### src/rtl/axi_xbar_pkg.sv
// Shared AXI crossbar definitions: BRESP codes and a width helper that stays
// legal (>= 1 bit) for single-entry ranges.
package axi_xbar_pkg;

  typedef logic [1:0] bresp_t;

  localparam bresp_t RESP_OKAY   = 2'b00;
  localparam bresp_t RESP_EXOKAY = 2'b01;
  localparam bresp_t RESP_SLVERR = 2'b10;
  localparam bresp_t RESP_DECERR = 2'b11;

  function automatic int safe_w(input int n);
    return (n <= 1) ? 1 : $clog2(n);
  endfunction

endpackage

### src/rtl/b_rr_arb.sv
// Round-robin arbiter: search starts at the stored pointer; the pointer moves
// past the winner only on a grant, which the caller treats as accepted.
module b_rr_arb
  import axi_xbar_pkg::*;
#(
  parameter int NUM_REQ = 3
) (
  input  logic               clk,
  input  logic               rst_n,
  input  logic [NUM_REQ-1:0] i_req,
  input  logic               i_en,
  output logic [NUM_REQ-1:0] o_gnt
);

  localparam int PTR_W = safe_w(NUM_REQ);

  logic [PTR_W-1:0] r_ptr;
  logic [PTR_W-1:0] w_ptr_nxt;
  logic             w_hit;

  function automatic int wrap(input int a);
    return (a >= NUM_REQ) ? a - NUM_REQ : a;
  endfunction

  always_comb begin
    o_gnt     = '0;
    w_ptr_nxt = r_ptr;
    w_hit     = 1'b0;
    for (int k = 0; k < NUM_REQ; k++) begin
      if (!w_hit && i_en && i_req[wrap(int'(r_ptr) + k)]) begin
        w_hit                         = 1'b1;
        o_gnt[wrap(int'(r_ptr) + k)]  = 1'b1;
        w_ptr_nxt = PTR_W'(wrap(wrap(int'(r_ptr) + k) + 1));
      end
    end
  end

  always_ff @(posedge clk or negedge rst_n) begin
    if (!rst_n)     r_ptr <= '0;
    else if (w_hit) r_ptr <= w_ptr_nxt;
  end

endmodule

### src/rtl/axi_b_resp_router.sv
// B-channel router: steers downstream beats to upstream ports by BID index
// field, with per-upstream RR arbitration and a 2-entry skid buffer.
// Optional macro B_ERR_CNT_EN adds per-upstream SLVERR/DECERR pop counters.
module axi_b_resp_router
  import axi_xbar_pkg::*;
#(
  parameter int NUM_DN = 3,
  parameter int NUM_UP = 3,
  parameter int ID_W   = 4,
  parameter int IDX_W  = 2,
  parameter int CNT_W  = 8,
  localparam int BID_W  = IDX_W + ID_W,
  localparam int PORT_W = safe_w(NUM_DN)
) (
  input  logic                     clk,
  input  logic                     rst_n,
  input  logic [NUM_DN*BID_W-1:0]  dn_b_bid,
  input  logic [NUM_DN*2-1:0]      dn_b_bresp,
  input  logic [NUM_DN-1:0]        dn_b_valid,
  output logic [NUM_DN-1:0]        dn_b_ready,
  output logic [NUM_UP*ID_W-1:0]   up_b_bid,
  output logic [NUM_UP*2-1:0]      up_b_bresp,
  output logic [NUM_UP-1:0]        up_b_valid,
  input  logic [NUM_UP-1:0]        up_b_ready,
  output logic                     misroute_valid,
  output logic [PORT_W-1:0]        misroute_port,
  output logic [BID_W-1:0]         misroute_bid,
  output logic [CNT_W-1:0]         misroute_cnt
`ifdef B_ERR_CNT_EN
  ,
  output logic [NUM_UP*CNT_W-1:0]  up_err_cnt
`endif
);

  typedef struct packed {
    logic [ID_W-1:0] id;
    bresp_t          resp;
  } b_pl_t;

  logic [NUM_DN-1:0][IDX_W-1:0] w_idx;
  b_pl_t [NUM_DN-1:0]           w_pl;
  logic [NUM_DN-1:0]            w_mis;
  logic [NUM_UP-1:0][NUM_DN-1:0] w_req;
  logic [NUM_UP-1:0][NUM_DN-1:0] w_gnt;
  logic [NUM_DN-1:0]            w_dn_gnt;

  always_comb begin
    w_idx = '0;
    w_pl  = '0;
    w_mis = '0;
    for (int d = 0; d < NUM_DN; d++) begin
      w_idx[d]      = dn_b_bid[d*BID_W+ID_W +: IDX_W];
      w_pl[d].id    = dn_b_bid[d*BID_W +: ID_W];
      w_pl[d].resp  = dn_b_bresp[d*2 +: 2];
      w_mis[d]      = dn_b_valid[d] & ({1'b0, w_idx[d]} >= (IDX_W+1)'(NUM_UP));
    end
  end

  always_comb begin
    w_req = '0;
    for (int u = 0; u < NUM_UP; u++)
      for (int d = 0; d < NUM_DN; d++)
        w_req[u][d] = dn_b_valid[d] & (w_idx[d] == IDX_W'(u));
  end

  // A downstream port decodes to one upstream, so OR-ing grants never collides.
  always_comb begin
    w_dn_gnt = '0;
    for (int u = 0; u < NUM_UP; u++) w_dn_gnt = w_dn_gnt | w_gnt[u];
  end

  assign dn_b_ready = {NUM_DN{rst_n}} & (w_dn_gnt | w_mis);

  for (genvar u = 0; u < NUM_UP; u++) begin : g_up
    logic [1:0] r_cnt;
    logic       r_rd;
    logic       r_wr;
    b_pl_t      r_mem [2];
    b_pl_t      w_din;
    logic       w_push;
    logic       w_pop;

    b_rr_arb #(.NUM_REQ(NUM_DN)) u_arb (
      .clk   (clk),
      .rst_n (rst_n),
      .i_req (w_req[u]),
      .i_en  (r_cnt != 2'd2),
      .o_gnt (w_gnt[u])
    );

    always_comb begin
      w_din = '0;
      for (int d = 0; d < NUM_DN; d++)
        if (w_gnt[u][d]) w_din = w_pl[d];
    end

    assign w_push = |w_gnt[u];
    assign w_pop  = (r_cnt != 2'd0) & up_b_ready[u];

    always_ff @(posedge clk or negedge rst_n) begin
      if (!rst_n) begin
        r_cnt <= 2'd0;
        r_rd  <= 1'b0;
        r_wr  <= 1'b0;
      end else begin
        if (w_push) r_wr <= ~r_wr;
        if (w_pop)  r_rd <= ~r_rd;
        case ({w_push, w_pop})
          2'b10:   r_cnt <= r_cnt + 2'd1;
          2'b01:   r_cnt <= r_cnt - 2'd1;
          default: r_cnt <= r_cnt;
        endcase
      end
    end

    // Payload storage needs no reset: r_cnt gates everything visible.
    always_ff @(posedge clk) begin
      if (w_push) r_mem[r_wr] <= w_din;
    end

    assign up_b_valid[u]            = (r_cnt != 2'd0);
    assign up_b_bid[u*ID_W +: ID_W] = r_mem[r_rd].id;
    assign up_b_bresp[u*2 +: 2]     = r_mem[r_rd].resp;

`ifdef B_ERR_CNT_EN
    logic [CNT_W-1:0] r_err;
    always_ff @(posedge clk or negedge rst_n) begin
      if (!rst_n)
        r_err <= '0;
      else if (w_pop && (r_mem[r_rd].resp == RESP_SLVERR || r_mem[r_rd].resp == RESP_DECERR)
               && r_err != '1)
        r_err <= r_err + 1'b1;
    end
    assign up_err_cnt[u*CNT_W +: CNT_W] = r_err;
`endif
  end

  logic [PORT_W-1:0] w_mis_sel;
  logic [BID_W-1:0]  w_mis_bid;
  logic [CNT_W:0]    w_mis_n;
  logic [CNT_W:0]    w_cnt_sum;
  logic              r_mis_vld;
  logic [PORT_W-1:0] r_mis_port;
  logic [BID_W-1:0]  r_mis_bid;
  logic [CNT_W-1:0]  r_mis_cnt;

  // Scan high-to-low so the lowest misrouting port wins the report.
  always_comb begin
    w_mis_sel = '0;
    w_mis_bid = '0;
    w_mis_n   = '0;
    for (int d = NUM_DN - 1; d >= 0; d--) begin
      if (w_mis[d]) begin
        w_mis_sel = PORT_W'(d);
        w_mis_bid = dn_b_bid[d*BID_W +: BID_W];
      end
    end
    for (int d = 0; d < NUM_DN; d++) w_mis_n = w_mis_n + (CNT_W+1)'(w_mis[d]);
    w_cnt_sum = {1'b0, r_mis_cnt} + w_mis_n;
  end

  always_ff @(posedge clk or negedge rst_n) begin
    if (!rst_n) begin
      r_mis_vld  <= 1'b0;
      r_mis_port <= '0;
      r_mis_bid  <= '0;
      r_mis_cnt  <= '0;
    end else begin
      r_mis_vld <= |w_mis;
      if (|w_mis) begin
        r_mis_port <= w_mis_sel;
        r_mis_bid  <= w_mis_bid;
        r_mis_cnt  <= w_cnt_sum[CNT_W] ? {CNT_W{1'b1}} : w_cnt_sum[CNT_W-1:0];
      end
    end
  end

  assign misroute_valid = r_mis_vld;
  assign misroute_port  = r_mis_port;
  assign misroute_bid   = r_mis_bid;
  assign misroute_cnt   = r_mis_cnt;

endmodule
### config.mk
export PLATFORM = sky130hd
export DESIGN_NAME = axi_b_resp_router
export DESIGN_NICKNAME = d
export VERILOG_FILES = /design/src/rtl/axi_xbar_pkg.sv /design/src/rtl/b_rr_arb.sv /design/src/rtl/axi_b_resp_router.sv
export SDC_FILE = /design/constraint.sdc
export NUM_CORES = 1
export LEC_CHECK = 0
export ABC_AREA = 0
export BUFFER_PORTS_ARGS = -buffer_cell sky130_fd_sc_hd__buf_2
export CAP_MARGIN = 20
export CORE_ASPECT_RATIO = 1.75
export CORE_MARGIN = 2
export CORE_UTILIZATION = 47
export DETAILED_ROUTE_END_ITERATION = 8
export GPL_ROUTABILITY_DRIVEN = 0
export PLACE_DENSITY = 0.82
export SYNTH_ARGS = -nofsm -noshare
export SYNTH_HDL_FRONTEND = slang
export SYNTH_SLANG_ARGS = --single-unit
### constraint.sdc
create_clock -name clk -period 2.8 [get_ports clk]
set_input_delay 0 -clock clk [delete_from_list [all_inputs] [get_ports clk]]
set_output_delay 0 -clock clk [all_outputs]
set_load 0.05 [all_outputs]
==> results of run 1 <==
==> path summary, 6_finish.rpt <==
kind | endpoint | cells past startpoint | from | slack, ns
min | g_up[0].r_rd$_DFFE_PN0P_ | 3 | up_b_ready[0] | 0.03
min in group asynchronous | g_up[1].u_arb.r_ptr[0]$_DFFE_PN0P_ | 2 | rst_n | 0.11
max in group asynchronous | g_up[0].u_arb.r_ptr[1]$_DFFE_PN0P_ | 3 | rst_n | 2.03
max reg2reg | g_up[0].r_mem[1][2]$_DFFE_PP_ | 10 | g_up[0].u_arb.r_ptr[0]$_DFFE_PN0P_ | 0.05
max | dn_b_ready[0] | 13 | g_up[0].u_arb.r_ptr[1]$_DFFE_PN0P_ | -0.08
min reg2reg | misroute_bid[4]$_DFFE_PN0P_ | 1 | misroute_bid[4]$_DFFE_PN0P_ | 0.46
==> state kept, by name, indices dropped and copies added (netlist names) <==
signal	cells
g_up.u_arb.r_ptr	6
g_up.r_rd	3
misroute_bid	6
g_up.r_cnt	6
misroute_port	2
g_up.r_mem	36
g_up.r_wr	3
misroute_cnt	8
misroute_valid	1
==> layout by cell type (no fill, tap or decap), drive strengths merged, types with 3 or more instances in the layout <==
master and n:
mux2i 3, ha 17, nor4bb 4, nor2b 7, clkinv 3, and4b 3
nor2 34, nand2b 7, nand2 40, a22oi 6, or3b 9, nand4b 6
dfrtp 35, mux2 18, and3 4, nor4 3, nor3 8, o21ai 17
edfxtp 36, nor4b 6, nand3 15, a31oi 14, xnor2 8, xor2 11
buf 115, nand3b 6, nand4 6, o22ai 10, clkbuf 11, inv 23
a21oi 21, and2 6, or2 7
==> kinds of logic (layout without fill, tap and decap cells) <==
kind of cell / after synthesis / after routing / synth area share, %
AOI/OAI and AO/OA: 95 / 95 / 14.6
xor gates and xnor gates: 19 / 19 / 3.68
adders and majority gates: 19 / 19 / 5.59
buffers and inverters: 42 / 156 / 4.04
DFF: 71 / 71 / 43.3
muxes: 21 / 21 / 5.14
and+or+nand+nor: 181 / 181 / 23.7
==> critical path: cells and delay by family, from the launching register on <==
kind | cells | cell delay (ns)
flops | 1 | 0.44
fa+ha+maj | 1 | 0.20
simple gates | 3 | 0.39
buf+inv | 6 | 0.85
compound gates | 3 | 0.65
==> per-stage QoR <==
step	power [mW]	cells	util, %	instance area [um^2]
after floorplan	4.30	448	-	4540
after global placement	5.07	649	54.8	5150
after detailed placement	5.19	649	54.8	5150
after CTS	6.52	677	60.0	5640
after global routing	7.09	684	62.2	5850
final	6.78	684	62.2	5850
==> per-layer routing <==
metal	up-vias	wire length (um)	track usage, %
met2	224	6560	42.0
met1	1959	4510	25.4
met3	45	879	4.31
met4	0	590	13.3
met5	-	0	0
li1	1883	-	-
==> final cells by class <==
type                       count  area, um^2
clock buffer                  11         233
clock inverter                 5        51.3
fill                         746        3560
inverter                      23        86.3
multi-input combinational    335        2640
sequential                    71        1960
tap                          122         153
timing repair buffer         117         729
==> cell usage after synthesis (3+ instances only) <==
cell type | number | share of area [%]
a22oi_1 | 6 | 1.0
ha_1 | 17 | 4.7
nor2b_1 | 7 | 0.97
buf_2 | 5 | 0.55
and3_1 | 4 | 0.55
nand3b_1 | 6 | 1.0
and4b_1 | 3 | 0.66
o22ai_1 | 10 | 1.4
nand4b_1 | 6 | 1.2
nor4b_1 | 4 | 0.77
inv_1 | 22 | 1.8
xnor2_1 | 8 | 1.5
o21ai_1 | 8 | 0.88
xor2_1 | 11 | 2.1
nor3_1 | 6 | 0.66
nor2_1 | 34 | 2.8
dfrtp_1 | 35 | 19
a31oi_1 | 14 | 1.9
nand2_1 | 40 | 3.3
or2_2 | 6 | 0.83
o21ai_0 | 9 | 1.0
edfxtp_1 | 36 | 24
nor4bb_1 | 4 | 0.88
nand2b_1 | 7 | 0.97
nand4_1 | 6 | 0.83
and2_1 | 6 | 0.83
or3b_1 | 8 | 1.5
a21oi_1 | 21 | 2.3
mux2i_1 | 3 | 0.66
clkbuf_1 | 11 | 0.91
mux2_2 | 18 | 4.5
nand3_1 | 15 | 1.7
==> timing repair <==
item / CTS / global route
setup buffers: 10 / 7
endpoints found under the hold margin: 36 / 0
resized for setup: 21 / 35
pin swaps: 8 / 10
hold buffers: 2 / 0
endpoints found under the setup margin: 21 / 52
==> power breakdown <==
| group | switching (mW) | internal [mW] | total (mW) | leakage (nW) |
|---|---|---|---|---|
| logic | 2.36 | 1.44 | 3.80 | 1.52 |
| clock network | 0.434 | 0.684 | 1.12 | 0.137 |
| registers | 0.281 | 1.58 | 1.86 | 0.748 |
==> metrics, run 1 <==
Place WS -0.0865 ns; nets 608; final WL 12500 um; worst slew pin tran 0.489 ns; crit share post-route 103%; status complete, but fails checks; CP required 2.80 ns; WL per Instance 18.3 um; Die Y 134 um; vias in the first global route 3997; max_slew headroom 67.0%; average size of a mapped cell 10.1 um^2; Detail Route Antenna Nets 0; share of layout cells above drive strength 1 36.5%; clock root buffer clkbuf_16; crit-path max FO 7; P_leak 2.40 nW; ys flop type edfxtp_1; I/O Pins 73; final hold violation count 0; crit-path most repeated cell buf_6; final setup vio count 2; Synth cell types 70; IO buf count 72; largest net degree at the start of global routing 24; RSZ-0062 raised after global routing yes; clk_lat worst skew 0.34 ns; Critical Path End Type output pin; 1st-iter DRT viols 344; core area 9410 um^2; clock-pin transition on the worst setup and hold timing paths 0.06 ns; Setup TNS Final -0.136 ns; Die Wd 78.2 um; sequential area share after synthesis 43.3%; initial antenna violation count 0; EDFF count, synth 36; worst path cell trace ha_4 -> buf_6 -> nor4b_4 -> buf_4 -> nor4_4 -> nor3_2 -> buf_4 -> o2bb2ai_2 -> a32oi_2 -> buf_6 -> inv_2 -> o41a_1 -> buf_6; DR vias/cell 6.01; gr usage total 23.4%; worst hold path type in -> reg; total die area 10500 um^2; TritonCTS clock tree done; Netlist Area Pre-Place 4520 um^2; area grow syn2layout 29.3%; first-pass iteration count of the detailed router 5; min Tclk post-route 2.88 ns; Pwr per Cell Area 1160 nW/um^2; critical path's slowest cell dfrtp_2; CTS Buf Count 9; clock sink count 71; Mapped Cells 448; Syn. warnings 0; Site Rows 47; starting density of the core 48.1%; Setup CP Type reg -> out; vias 4111; Critical Path Start Type flip-flop; FF+latch count, synth 71; DRC viols 0; crit-path max cell delay 0.44 ns; Final Max Tran Viols 0; arrival time worst endpoint 2.88 ns; Async SR Flop Fraction 49.3%; total congestion overflow 0; clock skew 0.00637 ns; Fin Hold WS 0.0303 ns; diode count 0; failing checks negative setup slack; CTS H-tree depth 3; first-pass GRT wire length 19200 um; post-DP HPWL 8680 um; max-cap violations 0; final worst setup slack -0.0804 ns; maximum clock rate 347 MHz; Syn Nets 499; clock buffer depth 2; peak supply drop 0.606 mV
Power figures use the tool's default switching activity.
==> inputs of run 2 (changes only) <==
Settings changed: ABC_AREA 0 to 1, SKIP_CTS_REPAIR_TIMING set to 1.
==> metrics, run 2 <==
status finished clean; crit-path most repeated cell nand2_1; critical path's slowest cell dfrtp_2; Netlist Area Pre-Place 4580 um^2 (+1.2%); sequential area share after synthesis 42.8% (-0.50 points); CTS Buf Count 9 (unchanged); Synth cell types 32 (-54%); share of layout cells above drive strength 1 21.7% (-15 points); Synth Area in Simple Gates 36.0% (+12 points); Place WS -0.0458 ns (+0.0407 ns); clock buffer depth 2 (unchanged); final hold violation count 0 (unchanged); final setup vio count 0 (-2); EDFF count, synth 36 (unchanged); Final Max Tran Viols 0 (unchanged); largest net degree at the start of global routing 36 (+50%); crit-path max FO 14 (+7); vias 4299 (+4.6%); Post-Layout Cell Count 828 (+21%); worst path cell trace inv_2 -> ha_4 -> inv_1 -> nand3_1 -> nand3_1 -> nand2_1 -> nand3_2 -> nor2_4 -> nand2_1 -> nand2_1 -> inv_4 -> nand2_1 -> inv_2 -> ha_1 -> a21oi_1 -> o21ai_1 -> xor2_1; max_slew headroom 65.7% (-1.2 points); core area 9470 um^2 (+0.63%); worst hold path type in -> reg; Async SR Flop Fraction 49.3% (unchanged); diode count 0 (unchanged); count leader, synth nand2_1; 1st-iter DRT viols 191 (-44%); clock-pin transition on the worst setup and hold timing paths 0.06 ns (about the same); most common cell after layout, fill and taps aside nand2_1; Setup CP Type reg -> reg; IO buf count 72 (unchanged); gr usage total 22.4% (-0.94 points); Site Rows 47 (unchanged); Critical Path Start Type flip-flop; post-DP HPWL 8910 um (+2.8%); ys flop type edfxtp_1; largest area contributor in the netlist edfxtp_1; DR vias/cell 5.19 (-14%); average size of a mapped cell 7.49 um^2 (-26%); share of the synthesized area in the top cell type 23.6% (-0.27 points); area grow syn2layout 20.7%; Core Util, Final 58.4% (-3.8 points); clock skew 0.00804 ns (+0.00167 ns); vias in the first global route 4094 (+2.4%); TritonCTS clock tree done; Crit path buffers/inverters 4 (-2); Die Y 135 um (+0.56%); largest family of logic cells by synthesized area simple AND/OR/NAND/NOR gates; initial antenna violation count 0 (unchanged); min Tclk post-route 2.67 ns (-0.210 ns); FF+latch count, synth 71 (unchanged); cell area after layout 5530 um^2 (-5.6%); crit-path leading delay family simple AND/OR/NAND/NOR gates; Placement Cell Area 5090 um^2 (-1.3%); Synth area leaders edfxtp_1 24%, dfrtp_1 19%, nand2_1 16%, nor2_1 6.6%, nand3_1 6.3%; CP required 3.02 ns (+0.22 ns); post-synthesis mux area share 0% (-5.1 points); max reg flops 36 (unchanged); crit-path max cell delay 0.41 ns (-0.03 ns); crit share post-route 95.4% (-7.5 points); Mapped Cells 611 (+36%); starting density of the core 48.3% (+0.26 points); Detail Route Antenna Nets 0 (unchanged); nets 752 (+24%); clock root buffer clkbuf_16; I/O Pins 73 (unchanged); Post-synth top cells 198 x nand2_1, 81 x nor2_1, 67 x inv_1; xor and xnor area share after synthesis 1.91% (-1.8 points); worst slew pin tran 0.512 ns (+0.0232 ns); arrival time worst endpoint 2.89 ns (about the same); r2r setup slk 0.13 ns (+0.08 ns); final WL 11500 um (-8.1%); total die area 10600 um^2 (+1.1%); total congestion overflow 0 (unchanged); CTS H-tree depth 3 (unchanged); WL per Instance 13.9 um (-24%); fill cell count 822 (+10%); first-pass iteration count of the detailed router 5 (unchanged); Syn Nets 662 (+33%); maximum clock rate 375 MHz (+7.9%); Syn. warnings 0 (unchanged); DRC viols 0 (unchanged); Critical Path End Type flip-flop; Die Wd 78.6 um (+0.55%); Adder-Cell Fraction of Synth Area 5.52% (-0.064 points); commonest cells after routing, fill and taps aside 198 x nand2_1, 77 x nor2_1, 72 x buf_2; max-cap violations 0 (unchanged); clk_lat worst skew 0.34 ns (about the same); Placed Instances 806 (+24%); final worst setup slack 0.130 ns (+0.210 ns); Top reg by flops g_up.r_mem; first-pass GRT wire length 18600 um (-3.2%); clock sink count 71 (unchanged); compound-cell area share of the yosys netlist 6.04% (-8.6 points)
-- run 2: cell types whose count changed after synthesis, moves of 18 or more --
cell / previous run / this run
inv_1: 22 / 67
mux2_2: 18 / 0
nand2_1: 40 / 198
nand3_1: 15 / 58
nor2_1: 34 / 81
-- run 2: layer usage --
layer / track usage, % / routed length [um] / vias up
met5: 0 / 0 / -
met4: 13.5 / 570 / 0
met3: 3.28 / 540 / 38
met2: 38.9 / 5860 / 155
met1: 25.8 / 4540 / 1969
li1: - / - / 2137
-- run 2: cells by family after synthesis --
family	Yosys count
DFF	71
adders and majority gates	19
xor gates and xnor gates	10
and+or+nand+nor	377
AOI/OAI and AO/OA	49
buffers and inverters	85
-- run 2: cell type report --
class | count | area, um^2 | area share [%]
sequential | 71 | 1960 | 35.5
clock inverter | 6 | 45.0 | 0.815
inverter | 78 | 295 | 5.34
tap | 122 | 153 | 2.76
clock buffer | 10 | 239 | 4.33
multi-input combinational | 455 | 2360 | 42.6
timing repair buffer | 86 | 478 | 8.65
-- run 2: worst reg2reg max path, delay by kind of cell (launching register included) --
family | cells | cell delay [ns]
adders and majority gates | 2 | 0.60
DFF | 1 | 0.41
AOI/OAI and AO/OA | 2 | 0.23
and+or+nand+nor | 8 | 0.89
buffers and inverters | 4 | 0.27
xor gates and xnor gates | 1 | 0.15
-- run 2: final timing paths --
check	startpoint	end	cells after the start
min in group asynchronous	rst_n	g_up[1].u_arb.r_ptr[1]$_DFFE_PN0P_	3
worst min register to register	misroute_bid[5]$_DFFE_PN0P_	misroute_bid[5]$_DFFE_PN0P_	1
max in group asynchronous	rst_n	g_up[0].u_arb.r_ptr[0]$_DFFE_PN0P_	3
worst min-delay path	dn_b_bid[3]	misroute_bid[3]$_DFFE_PN0P_	2
worst max-delay path	g_up[0].u_arb.r_ptr[0]$_DFFE_PN0P_	g_up[0].r_cnt[1]$_DFFE_PN0P_	17
worst max register to register	g_up[0].u_arb.r_ptr[0]$_DFFE_PN0P_	g_up[0].r_cnt[1]$_DFFE_PN0P_	17
-- run 2: metrics by stage --
step | hold WS (ns) | setup TNS (ns)
2_1_floorplan | -0.296 | 0
3_3_place_gp | 0.132 | 0
3_5_place_dp | 0.137 | -0.0458
4_1_cts | -0.230 | -0.0497
5_1_grt | 0.00467 | -0.00808
6_report | 0.0113 | 0
Power of run 2 is left out: the tool's default activity adds up to more than one toggle a clock period on the data nets, which glitch-free logic cannot reach.
==> inputs of run 3 (changes only) <==
Settings changed: CAP_MARGIN 20 to 15, HOLD_SLACK_MARGIN set to 0.12.
==> metrics, run 3 (synthesized netlist as in run 2, its figures left out) <==
area grow syn2layout 22.3%; CTS H-tree depth 3 (unchanged); IO buf count 72 (unchanged); final WL 11600 um (+0.88%); largest net degree at the start of global routing 36 (unchanged); Critical Path Start Type flip-flop; diode count 0 (unchanged); share of layout cells above drive strength 1 21.5% (-0.21 points); most common cell after layout, fill and taps aside nand2_1; 1st-iter DRT viols 215 (+13%); clock-pin transition on the worst setup and hold timing paths 0.06 ns (about the same); CTS Buf Count 9 (unchanged); vias 4344 (+1.0%); crit-path max FO 14 (unchanged); gr usage total 22.4% (unchanged); first-pass iteration count of the detailed router 5 (unchanged); Worst R2R Path Depth 17 (unchanged); arrival time worst endpoint 2.90 ns (about the same); DR vias/cell 5.20 (+0.20%); crit share post-route 95.6% (+0.22 points); critical path's slowest cell dfrtp_2; total die area 10600 um^2 (unchanged); reg2reg start g_up[0].u_arb.r_ptr[0]$_DFFE_PN0P_; crit-path max cell delay 0.41 ns (about the same); post-DP HPWL 8910 um (unchanged); hold path depth 3 (+1); Placement Cell Area 5090 um^2 (unchanged); worst path cell trace inv_2 -> ha_4 -> inv_1 -> nand3_1 -> nand3_1 -> nand2_1 -> nand3_2 -> nor2_4 -> nand2_1 -> nand2_1 -> inv_4 -> nand2_1 -> inv_2 -> ha_1 -> a21oi_1 -> o21ai_1 -> xor2_1; Die Wd 78.6 um (unchanged); clock sink count 71 (unchanged); clock root buffer clkbuf_16; max reg flops 36 (unchanged); total congestion overflow 0 (unchanged); CP required 3.02 ns (about the same); core area 9470 um^2 (unchanged); worst slew pin tran 0.515 ns (+0.00262 ns); Die Y 135 um (unchanged); Final Max Tran Viols 0 (unchanged); initial antenna violation count 0 (unchanged); TritonCTS clock tree done; final setup vio count 0 (unchanged); DRC viols 0 (unchanged); clk_lat worst skew 0.34 ns (about the same); maximum clock rate 374 MHz (-0.24%); WL per Instance 13.9 um (about the same); Critical Path End Type flip-flop; final hold violation count 0 (unchanged); I/O Pins 73 (unchanged); Place WS -0.0458 ns (unchanged); commonest cells after routing, fill and taps aside 198 x nand2_1, 77 x nor2_1, 72 x buf_2; crit-path most repeated cell nand2_1; Fin Hold WS 0.111 ns (+0.0997 ns); r2r setup slk 0.12 ns (about the same); worst r2r dst g_up[0].r_cnt[1]$_DFFE_PN0P_; Site Rows 47 (unchanged); first-pass GRT wire length 18600 um (unchanged); Detail Route Antenna Nets 0 (unchanged); Setup CP Type reg -> reg; WHS Endpoint g_up[1].r_mem[0][4]$_DFFE_PP_; starting density of the core 48.3% (unchanged); min Tclk post-route 2.68 ns (+0.00629 ns); cell area after layout 5600 um^2 (+1.3%); vias in the first global route 4094 (unchanged); final worst setup slack 0.124 ns (-0.00629 ns); Min-Delay Startpoint dn_b_bid[14]; Top reg by flops g_up.r_mem; nets 759 (+0.93%); clock buffer depth 2 (unchanged); worst hold path type in -> reg; max-cap violations 0 (unchanged); clock skew 0.00991 ns (+0.00187 ns); Setup TNS Final 0 ns (unchanged); status finished clean; max_slew headroom 65.6% (-0.18 points)
[run 3: changes by cell type in the layout (fill, tap and decap cells not counted), sizes merged]
cell	change
dlygate4sd3	+7
[run 3: worst max-delay path by stage]
stage,from,end
5_1_grt,g_up[2].u_arb.r_ptr[0]$_DFFE_PN0P_,g_up[2].r_cnt[1]$_DFFE_PN0P_
3_5_place_dp,g_up[0].u_arb.r_ptr[0]$_DFFE_PN0P_,g_up[0].r_cnt[1]$_DFFE_PN0P_
6_report,g_up[0].u_arb.r_ptr[0]$_DFFE_PN0P_,g_up[0].r_cnt[1]$_DFFE_PN0P_
3_3_place_gp,g_up[0].u_arb.r_ptr[0]$_DFFE_PN0P_,g_up[0].r_cnt[1]$_DFFE_PN0P_
4_1_cts,g_up[0].u_arb.r_ptr[0]$_DFFE_PN0P_,g_up[0].r_cnt[1]$_DFFE_PN0P_
2_1_floorplan,misroute_cnt[0]$_DFFE_PN0P_,misroute_cnt[4]$_DFFE_PN0P_
[run 3: critical path: cells and delay by family (launching register included)]
| kind | cells | cell delay (ns) |
|---|---|---|
| simple gates | 8 | 0.89 |
| compound gates | 2 | 0.25 |
| xor+xnor | 1 | 0.15 |
| buf+inv | 4 | 0.27 |
| flops | 1 | 0.41 |
| fa+ha+maj | 2 | 0.60 |
[run 3: final cells by class]
cell class                      instances  area (um^2)
Clock buffer                           10          239
Tap cell                              122          153
Multi-Input combinational cell        455         2360
Clock inverter                          6         45.0
Timing Repair Buffer                   93          548
Sequential cell                        71         1960
Fill cell                             814         3870
Inverter                               78          295
[run 3: layer usage]
layer | up-vias | part of all wire, % | GRT usage, %
met4 | 0 | 4.6 | 13.5
met2 | 159 | 51 | 38.9
met3 | 36 | 5.2 | 3.28
li1 | 2148 | - | -
met5 | - | 0 | 0
met1 | 2001 | 39 | 25.8
[run 3: through the flow]
stage                     instances  utilization, %
after floorplan                 611               -
after global placement          806            53.7
after detailed placement        806            53.7
after CTS                       822            56.7
after global routing            835            59.1
final                           835            59.1
Power of run 3 is left out for the same reason.
